$ cat src/rtl/ps2tx.sv
`timescale 1ns/1ps
// ps2tx: host-to-device PS/2 transmitter.
// Sends one command byte to a PS/2 device. The host pulls the clock low
// (inhibit), then presents the start bit and releases the clock. The device
// then generates the clock, and the host shifts out the data bits, odd
// parity and the stop bit. It then samples the device ACK and waits for the
// bus to go idle.
//
// Ports
//   clk          system clock, rising edge
//   reset        asynchronous active-low reset
//   ps2_clk      PS/2 clock line read back from the pad
//   ps2_data     PS/2 data line read back from the pad
//   samplen      sampling tick; edge detect and tick counters advance on it
//   wren, d      write strobe and command byte
//   ps2_clk_oe   1 = pull clock low (open drain)
//   ps2_data_oe  1 = pull data low (open drain)
//   busy         transfer in progress
//   done         one-clk pulse at the end of every transfer
//   err          no ACK or timeout; valid with done, held until next wren
//   dbg_state    current FSM state
//
// Handshake: wren is accepted on any clk where busy=0. The byte on d is
// captured in that same cycle, and busy rises on the next clk. A wren while
// busy=1 is dropped without effect. Every accepted wren is answered by
// exactly one done pulse, unless reset aborts the transfer.
module ps2tx #(
  parameter int INHIBIT_TICKS = 8,
  parameter int TIMEOUT_TICKS = 200
) (
  input  logic       clk,
  input  logic       reset,
  input  logic       ps2_clk,
  input  logic       ps2_data,
  input  logic       samplen,
  input  logic       wren,
  input  logic [7:0] d,
  output logic       ps2_clk_oe,
  output logic       ps2_data_oe,
  output logic       busy,
  output logic       done,
  output logic       err,
  output logic [2:0] dbg_state
);

  localparam int TW = 16;
  localparam logic [TW-1:0] INH_LAST = TW'(INHIBIT_TICKS - 1);
  localparam logic [TW-1:0] TO_LAST  = TW'(TIMEOUT_TICKS - 1);

  typedef enum logic [2:0] {
    S_IDLE, S_INHIBIT, S_START, S_SHIFT, S_ACK, S_RELEASE
  } state_t;

  logic [7:0]    r_filt_sh;
  logic          r_filt;
  logic [1:0]    r_hist;
  logic          w_fall;

  state_t        r_state, w_state_n;
  logic [TW-1:0] r_tick, w_tick_n, w_tick_sat;
  logic [3:0]    r_bitcnt, w_bitcnt_n;
  logic [8:0]    r_frame, w_frame_n;
  logic          r_clk_oe, w_clk_oe_n;
  logic          r_data_oe, w_data_oe_n;
  logic          r_busy, w_busy_n;
  logic          r_done, w_done_n;
  logic          r_err, w_err_n;
  logic          w_timeout;

  // Glitch filter: the level changes only after 8 identical clk samples.
  // r_hist[1] is the previous filtered level, r_hist[0] the current one.
  always_ff @(posedge clk or negedge reset) begin
    if (!reset) begin
      r_filt_sh <= '1;
      r_filt    <= 1'b1;
      r_hist    <= 2'b11;
    end else begin
      r_filt_sh <= {r_filt_sh[6:0], ps2_clk};
      if (&r_filt_sh)
        r_filt <= 1'b1;
      else if (~|r_filt_sh)
        r_filt <= 1'b0;
      if (samplen)
        r_hist <= {r_hist[0], r_filt};
    end
  end

  // samplen is a single-clk strobe, so the event is one clk wide.
  assign w_fall     = samplen & r_hist[1] & ~r_hist[0];
  assign w_tick_sat = (r_tick == '1) ? r_tick : r_tick + TW'(1);

  always_ff @(posedge clk or negedge reset) begin
    if (!reset) begin
      r_state   <= S_IDLE;
      r_tick    <= '0;
      r_bitcnt  <= '0;
      r_frame   <= '0;
      r_clk_oe  <= 1'b0;
      r_data_oe <= 1'b0;
      r_busy    <= 1'b0;
      r_done    <= 1'b0;
      r_err     <= 1'b0;
    end else begin
      r_state   <= w_state_n;
      r_tick    <= w_tick_n;
      r_bitcnt  <= w_bitcnt_n;
      r_frame   <= w_frame_n;
      r_clk_oe  <= w_clk_oe_n;
      r_data_oe <= w_data_oe_n;
      r_busy    <= w_busy_n;
      r_done    <= w_done_n;
      r_err     <= w_err_n;
    end
  end

  always_comb begin
    w_state_n   = r_state;
    w_tick_n    = r_tick;
    w_bitcnt_n  = r_bitcnt;
    w_frame_n   = r_frame;
    w_clk_oe_n  = r_clk_oe;
    w_data_oe_n = r_data_oe;
    w_busy_n    = r_busy;
    w_done_n    = 1'b0;
    w_err_n     = r_err;
    w_timeout   = 1'b0;

    case (r_state)
      S_IDLE: begin
        w_clk_oe_n  = 1'b0;
        w_data_oe_n = 1'b0;
        if (wren) begin
          // r_frame holds {parity, byte} and is shifted out LSB first.
          w_frame_n  = {~^d, d};
          w_err_n    = 1'b0;
          w_busy_n   = 1'b1;
          w_clk_oe_n = 1'b1;
          w_tick_n   = '0;
          w_state_n  = S_INHIBIT;
        end
      end
      S_INHIBIT: begin
        if (samplen) begin
          if (r_tick >= INH_LAST) begin
            w_data_oe_n = 1'b1;
            w_tick_n    = '0;
            w_state_n   = S_START;
          end else begin
            w_tick_n = w_tick_sat;
          end
        end
      end
      S_START: begin
        // Releasing the clock while data stays low presents the start bit.
        if (samplen) begin
          w_clk_oe_n = 1'b0;
          w_tick_n   = '0;
          w_bitcnt_n = '0;
          w_state_n  = S_SHIFT;
        end
      end
      S_SHIFT: begin
        if (w_fall) begin
          w_tick_n = '0;
          if (r_bitcnt == 4'd9) begin
            w_data_oe_n = 1'b0;  // stop bit: release data
            w_state_n   = S_ACK;
          end else begin
            w_data_oe_n = ~r_frame[0];
            w_frame_n   = {1'b1, r_frame[8:1]};
            w_bitcnt_n  = r_bitcnt + 4'd1;
          end
        end else if (samplen) begin
          if (r_tick >= TO_LAST) w_timeout = 1'b1;
          else                   w_tick_n  = w_tick_sat;
        end
      end
      S_ACK: begin
        if (w_fall) begin
          w_err_n   = ps2_data;  // device pulls data low to acknowledge
          w_tick_n  = '0;
          w_state_n = S_RELEASE;
        end else if (samplen) begin
          if (r_tick >= TO_LAST) w_timeout = 1'b1;
          else                   w_tick_n  = w_tick_sat;
        end
      end
      S_RELEASE: begin
        if (samplen) begin
          if (r_filt && ps2_data) begin
            w_done_n  = 1'b1;
            w_busy_n  = 1'b0;
            w_state_n = S_IDLE;
          end else if (r_tick >= TO_LAST) begin
            w_timeout = 1'b1;
          end else begin
            w_tick_n = w_tick_sat;
          end
        end
      end
      default: begin
        w_state_n   = S_IDLE;
        w_clk_oe_n  = 1'b0;
        w_data_oe_n = 1'b0;
        w_busy_n    = 1'b0;
      end
    endcase

    if (w_timeout) begin
      w_err_n     = 1'b1;
      w_clk_oe_n  = 1'b0;
      w_data_oe_n = 1'b0;
      w_done_n    = 1'b1;
      w_busy_n    = 1'b0;
      w_tick_n    = '0;
      w_state_n   = S_IDLE;
    end
  end

  assign ps2_clk_oe  = r_clk_oe;
  assign ps2_data_oe = r_data_oe;
  assign busy        = r_busy;
  assign done        = r_done;
  assign err         = r_err;
  assign dbg_state   = r_state;

endmodule

$ cat config.mk
export PLATFORM = sky130hd
export DESIGN_NAME = ps2tx
export DESIGN_NICKNAME = d
export VERILOG_FILES = /design/src/rtl/ps2tx.sv
export SDC_FILE = /design/constraint.sdc
export NUM_CORES = 1
export LEC_CHECK = 0
export ABC_AREA = 1
export CAP_MARGIN = 20
export CORE_UTILIZATION = 41
export CTS_BUF_LIST = sky130_fd_sc_hd__clkbuf_16
export DETAILED_ROUTE_END_ITERATION = 8
export SLEW_MARGIN = 10
export SYNTH_ARGS = -nofsm -noshare
export SYNTH_HDL_FRONTEND = slang
export SYNTH_SLANG_ARGS = --single-unit
$ cat constraint.sdc
create_clock -name clk -period 3.7 [get_ports clk]
set_input_delay 0.925 -clock clk [delete_from_list [all_inputs] [get_ports clk]]
set_output_delay 0.925 -clock clk [all_outputs]
set_load 0.02 [all_outputs]
==> key figures, run 1 <==
Outcome
  – Status: finished clean

Floorplan
  – Core Area: 6390 um^2
  – Die Ht: 83.6 um
  – Initial Util: 0.427
  – Die Wd: 83.6 um
  – # IOs: 22
  – Rows: 29
  – Die area: 6980 um^2

Place
  – Hpwl dp: 3.91 mm
  – GPL Wtd Cong: 0.859
  – Buffers on Ports: 21
  – Placed Cells: 443

Timing
  – Setup Skew: 0.00618 ns
  – Worst rel slew slack: 0.607
  – Post-route setup TNS: 0 ns
  – Fin. Hold Viols: 0
  – Max Fclk: 397 MHz
  – Final period utilization: 0.680
  – Crit path time final: 2.52 ns
  – Count of pins over their slew limit: 0
  – Slew of the pin with the lowest slew margin: 0.590 ns
  – RSZ-0062 raised after global routing: false
  – Endpoints failing setup: 0

Worst hold path
  – Hold crit path type: reg -> reg
  – Hold Crit Endpoint: r_filt_sh[6]
  – Hold Startpoint: r_filt_sh[5]
  – Hold path cells: 0

Routing
  – Post-route DRC violation count: 0
  – Vias per cell: 4.94
  – Drt pass-1 iters: 4
  – Iteration-0 DRC Markers: 82
  – Detailed-route via count: 2233
  – Routed WL per cell: 11.9 um
  – Post-route antenna net violation count: 0
  – WL final: 5.40 mm

Logic synthesis
  – Asr flop ratio synth: 1.00
  – Synth Net Count: 366
  – Synthesis Warnings: 0
  – Mapped Cells: 349
  – Synthesized flop and latch total: 48
  – Post-synth EDFFs: 0
  – Synthesized area: 2730 um^2
  – Synth top area share: 0.339
  – Post-Syn Area per Cell: 7.82 um^2
  – Seq/Total Area, Yosys: 0.445
  – Top post-synthesis cells by area: dfrtp_1 (34%), nand2_1 (13%), dfstp_2 (11%), inv_1 (5.9%), o21ai_0 (4.8%)
  – Synth cell types: 36
  – Cell taking the most area after synthesis: dfrtp_1
  – Dominant synthesized flop cell: dfrtp_1

Clock network
  – Max Root-Sink Buffers: 2
  – TritonCTS clock tree: built
  – H-tree level count: 2
  – Root buffer cell: clkbuf_16
  – Buffer count from post-CTS setup fixing: 0
  – Worst skew pair latency: 0.28 ns
  – CTS resizes: 0
  – Inserted Clock Buffers: 5
  – Clock-pin slew on the worst setup and hold paths: 0.06 ns
  – Clk sinks: 48
  – Post-CTS Hold Buffers: 0

Setup path
  – WP data arrival: 2.69 ns
  – Req. time, crit path: 3.87 ns
  – R2r setup slk: 1.75 ns
  – Startpoint types: primary input
  – Worst reg-to-reg path cell count: 10
  – Critical path type: in -> reg
  – Crit-path max FO: 13
  – Worst flop-to-flop path startpoint: r_tick[0]
  – R2r endpoint: dbg_state[2]
  – Setup crit end kind: flop

Run
  – Max cap viols: 0

GRT
  – Vias in the first global route: 2170
  – Largest net degree at the start of global routing: 49
  – Tot GR Track Use: 0.168
  – Antenna violations before repair: 0
  – First-pass GRT wire length: 9.58 mm
  – GRT overflow: 0

Pwr
  – Sw frac: 0.398
  – Combinational share of power: 0.422
  – Psw: 810 uW
  – Seq pwr share: 0.345
  – Power share of the clock group: 0.232
  – Int Pwr: 1.23 mW
  – Maximum vdd drop: 0.290 mV
  – Lkg Pwr: 1.54 nW
  – Power density cells: 640 nW/um^2

Cells and area
  – Commonest non-fill, non-tap cell in the layout: nand2_1
  – Fill cells: 625
  – Area growth syn-to-layout: 16.7%
  – Finished Layout Cells: 452
  – Total Nets Final: 391
  – Ratio of cells with drive above 1 in the final layout: 0.133
  – Final antenna diode count: 0
  – Final core occ: 0.498
  – Commonest non-fill, non-tap cells in the layout: nand2_1 (92), inv_1 (43), dfrtp_1 (37), nor2_1 (31), o21ai_0 (26)
==> final cells by class <==
type,instances,area [um^2],share of cell area
clock inverters,2,7.51,0.00236
well taps,77,96.3,0.0303
multi-input cells,245,1270,0.401
inverters,50,190,0.0598
flip-flops and latches,48,1210,0.382
repair buffers,24,248,0.0779
clock buffers,6,150,0.0472
==> cell usage after synthesis (2+ instances only) <==
library cell and count:
nor3_1 3, nand2_2 8, nor2_1 31, o211ai_1 6, nand2_1 92, nor2_2 3, o21ai_0 26, buf_4 2
nand3_1 24, xnor2_1 5, ha_1 3, buf_2 2, dfstp_2 11, o22ai_1 3, nand4_1 5, nand3_2 2
buf_6 2, a21oi_1 4, o21ai_1 6, inv_2 6, nor2_4 4, o31ai_1 3, inv_1 43, xor2_1 7
dfrtp_1 37
==> power groups by stage <==
stage | clock [mW] | sequential [mW] | combinational (mW)
after detailed placement | 0 | 0.710 | 0.856
final | 0.473 | 0.703 | 0.860
after CTS | 0.483 | 0.702 | 0.863
after floorplan | 0 | 0.726 | 0.613
after global placement | 0 | 0.711 | 0.855
after global routing | 0.508 | 0.717 | 0.981
==> logic make-up (layout without fill, tap and decap cells) <==
group                      after synthesis  after routing  synth area share
AOI/OAI and AO/OA                       51             51             0.106
xor gates and xnor gates                12             12            0.0385
adders and majority gates                3              3            0.0138
buffers and inverters                   56             82            0.0872
DFF                                     48             48             0.445
muxes                                    1              1           0.00367
and+or+nand+nor                        178            178             0.306
==> registers in the layout (all words and copies together), names as in the netlist <==
signal,flops
dbg_state,3
r_bitcnt,4
r_filt_sh,8
ps2_data_oe,1
err,1
r_tick,16
ps2_clk_oe,1
r_filt,1
done,1
r_frame,9
busy,1
r_hist,2
==> worst max path at each step <==
| stage | end | start |
|---|---|---|
| 2_1_floorplan | dbg_state[0] | samplen |
| 3_3_place_gp | dbg_state[0] | samplen |
| 3_5_place_dp | dbg_state[1] | samplen |
| 4_1_cts | dbg_state[2] | samplen |
| 5_1_grt | dbg_state[2] | samplen |
| 6_report | dbg_state[2] | samplen |
==> critical path: stages <==
cell,delay (ns)
clkdlybuf4s50_1,0.52
nand3_1,0.23
nand3_1,0.12
nand2_1,0.09
nand3_2,0.22
nand2_1,0.19
nand2_1,0.14
o21ai_0,0.18
nand2_1,0.07
==> per-stage QoR <==
| stage | total power [mW] | hold slack, ns | setup WS [ns] | instance area (um^2) |
|---|---|---|---|---|
| floorplan | 1.34 | 0.360 | 1.78 | 2730 |
| global placement | 1.57 | 0.363 | 0.987 | 3000 |
| detailed placement | 1.57 | 0.364 | 0.919 | 3000 |
| CTS | 2.05 | 0.374 | 1.20 | 3150 |
| global route | 2.21 | 0.382 | 0.965 | 3180 |
| finish | 2.04 | 0.373 | 1.18 | 3180 |
==> routing by layer <==
metal	vias up	part of all wire	track usage
met1	1029	0.50	0.227
met3	6	0.028	0.0307
li1	1168	-	-
met5	-	0	0
met2	30	0.46	0.277
met4	0	0.0089	0.0462
(Power assumes the default switching activity.)
==> run 2: changes to the inputs <==
Clock period 3.7 ns to 2.1 ns, I/O delays scaled along.
==> run 2 against run 1 <==
Compared with the run above: setup slack worse by 1.0 ns; cell count is 2.4% higher; global-route usage grew 0.58 points; first-iteration DRC count grew 9.8%; total power up 77%; sequential cell count unchanged; routed wire length increased by 2.8%; largest power group unchanged; clock-buffer cell count decreased by 1; largest cell class unchanged; critical path depth down 8; register-to-register slack got worse by 1.5 ns; clock skew rose by 0.0018 ns; clock power up 62%.
==> key figures, run 2 (synthesis gave the netlist of run 1 again) <==
Outcome
  – Status: finished clean

Floorplan
  – Initial Util: 0.427 (unchanged)
  – Core Area: 6390 um^2 (unchanged)
  – Die Ht: 83.6 um (unchanged)
  – Die Wd: 83.6 um (unchanged)
  – Rows: 29 (unchanged)
  – # IOs: 22 (unchanged)
  – Die area: 6980 um^2 (unchanged)

Clock network
  – Clock-pin slew on the worst setup and hold paths: 0.06 ns (about the same)
  – Root buffer cell: clkbuf_16
  – Max Root-Sink Buffers: 2 (unchanged)
  – Worst skew pair latency: 0.28 ns (about the same)
  – Clk sinks: 48 (unchanged)
  – TritonCTS clock tree: built
  – H-tree level count: 2 (unchanged)
  – Inserted Clock Buffers: 5 (unchanged)
  – Buffer count from post-CTS setup fixing: 0 (unchanged)

Cells and area
  – Fill cells: 648 (+3.7%)
  – Commonest non-fill, non-tap cells in the layout: nand2_1 (92), inv_1 (44), dfrtp_1 (36), nor2_1 (31), o21ai_0 (26)
  – Total Nets Final: 402 (+2.8%)
  – Final antenna diode count: 0 (unchanged)
  – Commonest non-fill, non-tap cell in the layout: nand2_1
  – Multi-input logic area: 1280 um^2 (+0.59%)
  – Ratio of cells with drive above 1 in the final layout: 0.161 (+0.0273)
  – Area growth syn-to-layout: 18.7%
  – Largest register by flop count: r_tick
  – Regs by FF count: r_tick x16, r_frame x9, r_filt_sh x8
  – Register area: 1220 um^2 (+0.10%)
  – Max FFs per register: 16 (unchanged)
  – Finished Layout Cells: 463 (+2.4%)

GRT
  – Largest net degree at the start of global routing: 24 (-51%)
  – GRT overflow: 0 (unchanged)
  – Antenna violations before repair: 0 (unchanged)
  – First-pass GRT wire length: 9.96 mm (+3.9%)
  – Vias in the first global route: 2235 (+3.0%)
  – Tot GR Track Use: 0.174 (+0.00581)

Timing
  – Final period utilization: 0.922
  – Count of pins over their slew limit: 0 (unchanged)
  – Worst rel slew slack: 0.675 (+0.0677)
  – Setup Skew: 0.00799 ns (+0.00181 ns)
  – Max Fclk: 517 MHz
  – Setup slack after layout: 0.164 ns (-1.02 ns)
  – Crit path time final: 1.94 ns
  – Slew of the pin with the lowest slew margin: 0.488 ns (-0.102 ns)
  – Final Hold Slack: 0.200 ns (-0.174 ns)
  – Fin. Hold Viols: 0 (unchanged)
  – RSZ-0062 raised after global routing: false
  – Endpoints failing setup: 0 (unchanged)
  – Post-route setup TNS: 0 ns (unchanged)

Setup path
  – Worst Path Buf+Inv: 1 (unchanged)
  – CP Launch Point: dbg_state[2]
  – Critical Path Max Stage Delay: 0.64 ns (+0.12 ns)
  – R2r setup slk: 0.30 ns (-1.45 ns)
  – WP data arrival: 1.41 ns (-1.28 ns)
  – Crit-path max FO: 10 (-3)
  – Setup crit end kind: output pin
  – Cell Chain, Critical Path: clkdlybuf4s50_1
  – Worst flop-to-flop path startpoint: r_tick[0]
  – Req. time, crit path: 1.57 ns (-2.30 ns)
  – Startpoint types: flop
  – Critical path type: reg -> out
  – Slowest-stage cell, CP: clkdlybuf4s50_1
  – CP delay by family, top: buffers and inverters

Run
  – Max cap viols: 0 (unchanged)

Pwr
  – Power density cells: 1110 nW/um^2 (+74%)
  – Maximum vdd drop: 0.913 mV (+210%)
  – Lkg Pwr: 1.58 nW (+2.4%)

Routing
  – Vias per cell: 4.94 (about the same)
  – Drt pass-1 iters: 4 (unchanged)
  – Detailed-route via count: 2287 (+2.4%)
  – Post-route DRC violation count: 0 (unchanged)
  – WL final: 5.55 mm (+2.8%)
  – Iteration-0 DRC Markers: 90 (+9.8%)
  – Routed WL per cell: 12.0 um (+0.36%)
  – Post-route antenna net violation count: 0 (unchanged)

Place
  – Buffers on Ports: 21 (unchanged)
  – GPL Wtd Cong: 0.847 (-1.4%)
  – Place WS: 0.0106 ns (-0.909 ns)
  – Hpwl dp: 4.20 mm (+7.2%)
  – Placed Cells: 455 (+2.7%)

Worst hold path
  – Hold crit path type: in -> async
run 2: power by group:
part           total, mW  internal (mW)  switching [mW]
Combinational       1.59          0.604           0.990
Clock              0.767          0.435           0.332
Sequential          1.24           1.11           0.124
Total               3.60           2.15            1.45
run 2: through the flow:
stage	area, um^2	power [mW]	util
2_1_floorplan	2730	2.36	-
3_3_place_gp	3090	2.83	0.483
3_5_place_dp	3090	2.85	0.483
4_1_cts	3230	3.64	0.505
5_1_grt	3240	3.93	0.507
6_report	3240	3.60	0.507
run 2: final cells by class:
| cell class | count | share of cell area |
|---|---|---|
| multi-input cells | 245 | 0.396 |
| flip-flops and latches | 48 | 0.376 |
| repair buffers | 35 | 0.0959 |
| inverters | 50 | 0.0588 |
| clock buffers | 5 | 0.0387 |
| well taps | 77 | 0.0298 |
| clock inverters | 3 | 0.00503 |
run 2: repair_timing:
action | in CTS | in global routing
resized for setup | 0 | 2
hold buffers | 0 | 0
endpoints found under the setup margin | 0 | 4
run 2: final timing paths:
path | endpoint | cells after the start
max in group asynchronous | r_filt | 2
worst min register to register | r_filt_sh[7] | 0
worst max register to register | dbg_state[2] | 10
worst max-delay path | dbg_state[2] | 1
min in group clk | r_filt_sh[7] | 0
worst min-delay path | r_tick[10] | 1
run 2: layer usage:
| metal | up-vias | GRT usage | wire (um) | share of wire |
|---|---|---|---|---|
| met1 | 1070 | 0.223 | 2850 | 0.51 |
| met2 | 24 | 0.301 | 2550 | 0.46 |
| li1 | 1191 | - | - | - |
| met4 | 0 | 0.0508 | 35 | 0.0063 |
| met3 | 2 | 0.0297 | 112 | 0.020 |
| met5 | - | 0 | 0 | 0 |
==> run 3: changes to the inputs <==
Settings changed: ABC_AREA 1 to not set, SETUP_SLACK_MARGIN set to 0.5.
==> run 3 against run 2 <==
Compared with the run above: non-clock buffer count up 44; register-to-register slack got worse by 0.26 ns; total power grew 25%; final area up 16%; first-iteration DRC count grew 28%; critical path depth increased by 6; via count shrank 1.1%; highest routed layer unchanged; clock power barely moved; largest power group unchanged.
==> key figures, run 3 <==
Logic synthesis
  – Synth cell types: 58 (+61%)
  – Top post-synthesis cells by area: dfrtp_1 (36%), dfstp_2 (11%), nor2_1 (4.4%), mux2i_1 (3.9%), nand2_1 (3.4%)
  – Synthesis Warnings: 0 (unchanged)
  – Dominant synthesized flop cell: dfrtp_1
  – Synthesized flop and latch total: 48 (unchanged)
  – Mapped Cells: 258 (-26%)
  – Seq/Total Area, Yosys: 0.478 (+0.0327)
  – Synth top area share: 0.364 (+0.0249)
  – Post-synth EDFFs: 0 (unchanged)
  – Cell taking the most area after synthesis: dfrtp_1
  – Leading cell type by number of instances after synthesis: dfrtp_1
  – Post-Syn Area per Cell: 9.85 um^2 (+26%)
  – Synthesized area: 2540 um^2 (-6.8%)
  – Commonest cells post-synth: dfrtp_1 (37), nor2_1 (30), nand2_1 (23), a21oi_1 (17)
  – Synth Net Count: 275 (-25%)
  – Asr flop ratio synth: 1.00 (unchanged)

GRT
  – Tot GR Track Use: 0.216 (+0.0424)
  – First-pass GRT wire length: 10.9 mm (+9.1%)
  – Largest net degree at the start of global routing: 27 (+13%)
  – GRT overflow: 0 (unchanged)
  – Vias in the first global route: 2262 (+1.2%)
  – Antenna violations before repair: 0 (unchanged)

Cells and area
  – Regs by FF count: r_tick x16, r_frame x9, r_filt_sh x8
  – Largest register by flop count: r_tick
  – Final antenna diode count: 0 (unchanged)
  – Total Nets Final: 351 (-13%)
  – Ratio of cells with drive above 1 in the final layout: 0.412 (+0.251)
  – Area growth syn-to-layout: 47.2%
  – Commonest non-fill, non-tap cells in the layout: buf_4 (41), dfrtp_1 (33), nand2_1 (23), nor2_1 (18)
  – Commonest non-fill, non-tap cell in the layout: buf_4
  – Max FFs per register: 16 (unchanged)

Clock network
  – Worst skew pair latency: 0.28 ns (about the same)
  – Root buffer cell: clkbuf_16
  – Clock-pin slew on the worst setup and hold paths: 0.06 ns (about the same)
  – Clk sinks: 48 (unchanged)
  – Inserted Clock Buffers: 5 (unchanged)
  – Post-CTS Hold Buffers: 0 (unchanged)
  – TritonCTS clock tree: built
  – Max Root-Sink Buffers: 2 (unchanged)
  – H-tree level count: 2 (unchanged)

Timing
  – Crit path time final: 2.06 ns (+0.123 ns)
  – Final period utilization: 0.981 (+0.0587)
  – Count of pins over their slew limit: 0 (unchanged)
  – Worst rel slew slack: 0.626 (-0.0486)
  – Endpoints failing setup: 0 (unchanged)
  – Post-route setup TNS: 0 ns (unchanged)
  – Fin. Hold Viols: 0 (unchanged)
  – Slew of the pin with the lowest slew margin: 0.561 ns (+0.0729 ns)
  – RSZ-0062 raised after global routing: true
  – Max Fclk: 486 MHz (-6.0%)
  – Setup Skew: 0.00448 ns (-0.00351 ns)
  – Setup slack after layout: 0.0408 ns (-0.123 ns)

Setup path
  – Crit-path max FO: 4 (-6)
  – WP data arrival: 2.23 ns (+0.82 ns)
  – Critical Path Max Stage Delay: 0.41 ns (-0.23 ns)
  – Worst Path Buf+Inv: 1 (unchanged)
  – Slowest-stage cell, CP: dfrtp_1
  – Startpoint types: flop
  – Req. time, crit path: 2.27 ns (+0.70 ns)
  – CP delay by family, top: compound AO/OA/AOI/OAI gates
  – Critical path type: reg -> reg
  – Setup crit end kind: flop
  – Cell Chain, Critical Path: ha_4 > a2111oi_4 > nand3_1 > o211ai_1 > o21ai_1 > buf_4 > a22o_1

Outcome
  – Status: finished clean

Routing
  – Post-route antenna net violation count: 0 (unchanged)
  – Post-route DRC violation count: 0 (unchanged)
  – Iteration-0 DRC Markers: 115 (+28%)
  – WL final: 6.17 mm (+11%)
  – Vias per cell: 5.51 (+12%)
  – Routed WL per cell: 15.0 um (+26%)
  – Drt pass-1 iters: 4 (unchanged)
  – Detailed-route via count: 2261 (-1.1%)

Place
  – Place WS: -0.260 ns (-0.270 ns)
  – GPL Wtd Cong: 0.867 (+2.4%)
  – Buffers on Ports: 21 (unchanged)
  – Hpwl dp: 4.00 mm (-4.7%)

Floorplan
  – Initial Util: 0.427 (-0.000435)
  – Core Area: 5960 um^2 (-6.7%)
  – Die Wd: 80.7 um (-3.4%)
  – Rows: 28 (-3.4%)
  – Die area: 6520 um^2 (-6.7%)
  – Die Ht: 80.7 um (-3.4%)
  – # IOs: 22 (unchanged)

Pwr
  – Power density cells: 1200 nW/um^2 (+8.0%)
  – Lkg Pwr: 1.58 nW (about the same)
  – Maximum vdd drop: 0.848 mV (-7.1%)

Worst hold path
  – Hold crit path type: in -> async

Run
  – Max cap viols: 0 (unchanged)
-- run 3: changes by cell type after synthesis, sizes merged, moves of 5 or more --
cell / previous run / this run
nand2: 101 / 23
inv: 50 / 6
o21ai: 33 / 10
nand3: 27 / 11
a21oi: 4 / 18
and2: 0 / 10
mux2i: 1 / 10
nor2: 38 / 30
a31oi: 1 / 6
-- run 3: worst reg2reg max path, cell delays in order (launching register included) --
cell and delay (ns):
dfrtp_1 0.41, ha_4 0.18, a2111oi_4 0.41, nand3_1 0.17, o211ai_1 0.31, o21ai_1 0.12, buf_4 0.14, a22o_1 0.20
-- run 3: final timing paths --
check                             start  depth (start not counted)  slack [ns]            to
max                           r_tick[0]                          7        0.04  dbg_state[1]
min                               reset                          1        0.23    ps2_clk_oe
max reg2reg                   r_tick[0]                          7        0.04  dbg_state[1]
min reg2reg                r_filt_sh[5]                          0        0.37  r_filt_sh[6]
max in group asynchronous         reset                          2        1.27        r_filt
min in group clk           r_filt_sh[5]                          0        0.37  r_filt_sh[6]
-- run 3: final cells by class --
cell class | count | area (um^2)
fillers | 487 | 2220
multi-input cells | 194 | 1510
flip-flops and latches | 48 | 1220
repair buffers | 79 | 749
clock buffers | 5 | 125
well taps | 75 | 93.8
inverters | 6 | 22.5
clock inverters | 3 | 16.3
-- run 3: where the power goes --
part           switching (mW)  internal (mW)  total [mW]  leakage [nW]
Combinational            1.14           1.25        2.39         0.921
Clock                   0.333          0.435       0.768        0.0710
Sequential              0.197           1.14        1.33         0.583
-- run 3: repair_timing --
action                                  CTS  global route
endpoints found under the hold margin     0             0
endpoints found under the setup margin   44            38
resized for setup                        69            13
setup buffers                            23             5
gates cloned                              2             0
pin swaps                                14            15
-- run 3: logic make-up (layout without fill, tap and decap cells) --
family | Yosys count | in the layout | share of synthesized area
and+or+nand+nor | 103 | 103 | 0.209
AOI/OAI and AO/OA | 66 | 66 | 0.185
DFF | 48 | 48 | 0.478
buffers and inverters | 16 | 93 | 0.0295
muxes | 13 | 13 | 0.0527
xor gates and xnor gates | 9 | 9 | 0.0310
adders and majority gates | 3 | 3 | 0.0148
-- run 3: stage by stage --
stage          cells  cell area [um^2]  hold WS (ns)  power, mW   util
3_5_place_dp     372              3090         0.361       2.98  0.519
5_1_grt          410              3740         0.274       4.80  0.628
6_report         410              3740         0.229       4.49  0.628
2_1_floorplan    258              2640         0.229       2.44      -
4_1_cts          405              3660         0.243       4.38  0.614
3_3_place_gp     372              3090         0.362       2.96  0.519
-- run 3: metal layers --
layer,GRT usage,part of all wire
met5,0,0
met4,0.0607,0.013
met3,0.0398,0.034
met2,0.353,0.48
met1,0.293,0.48
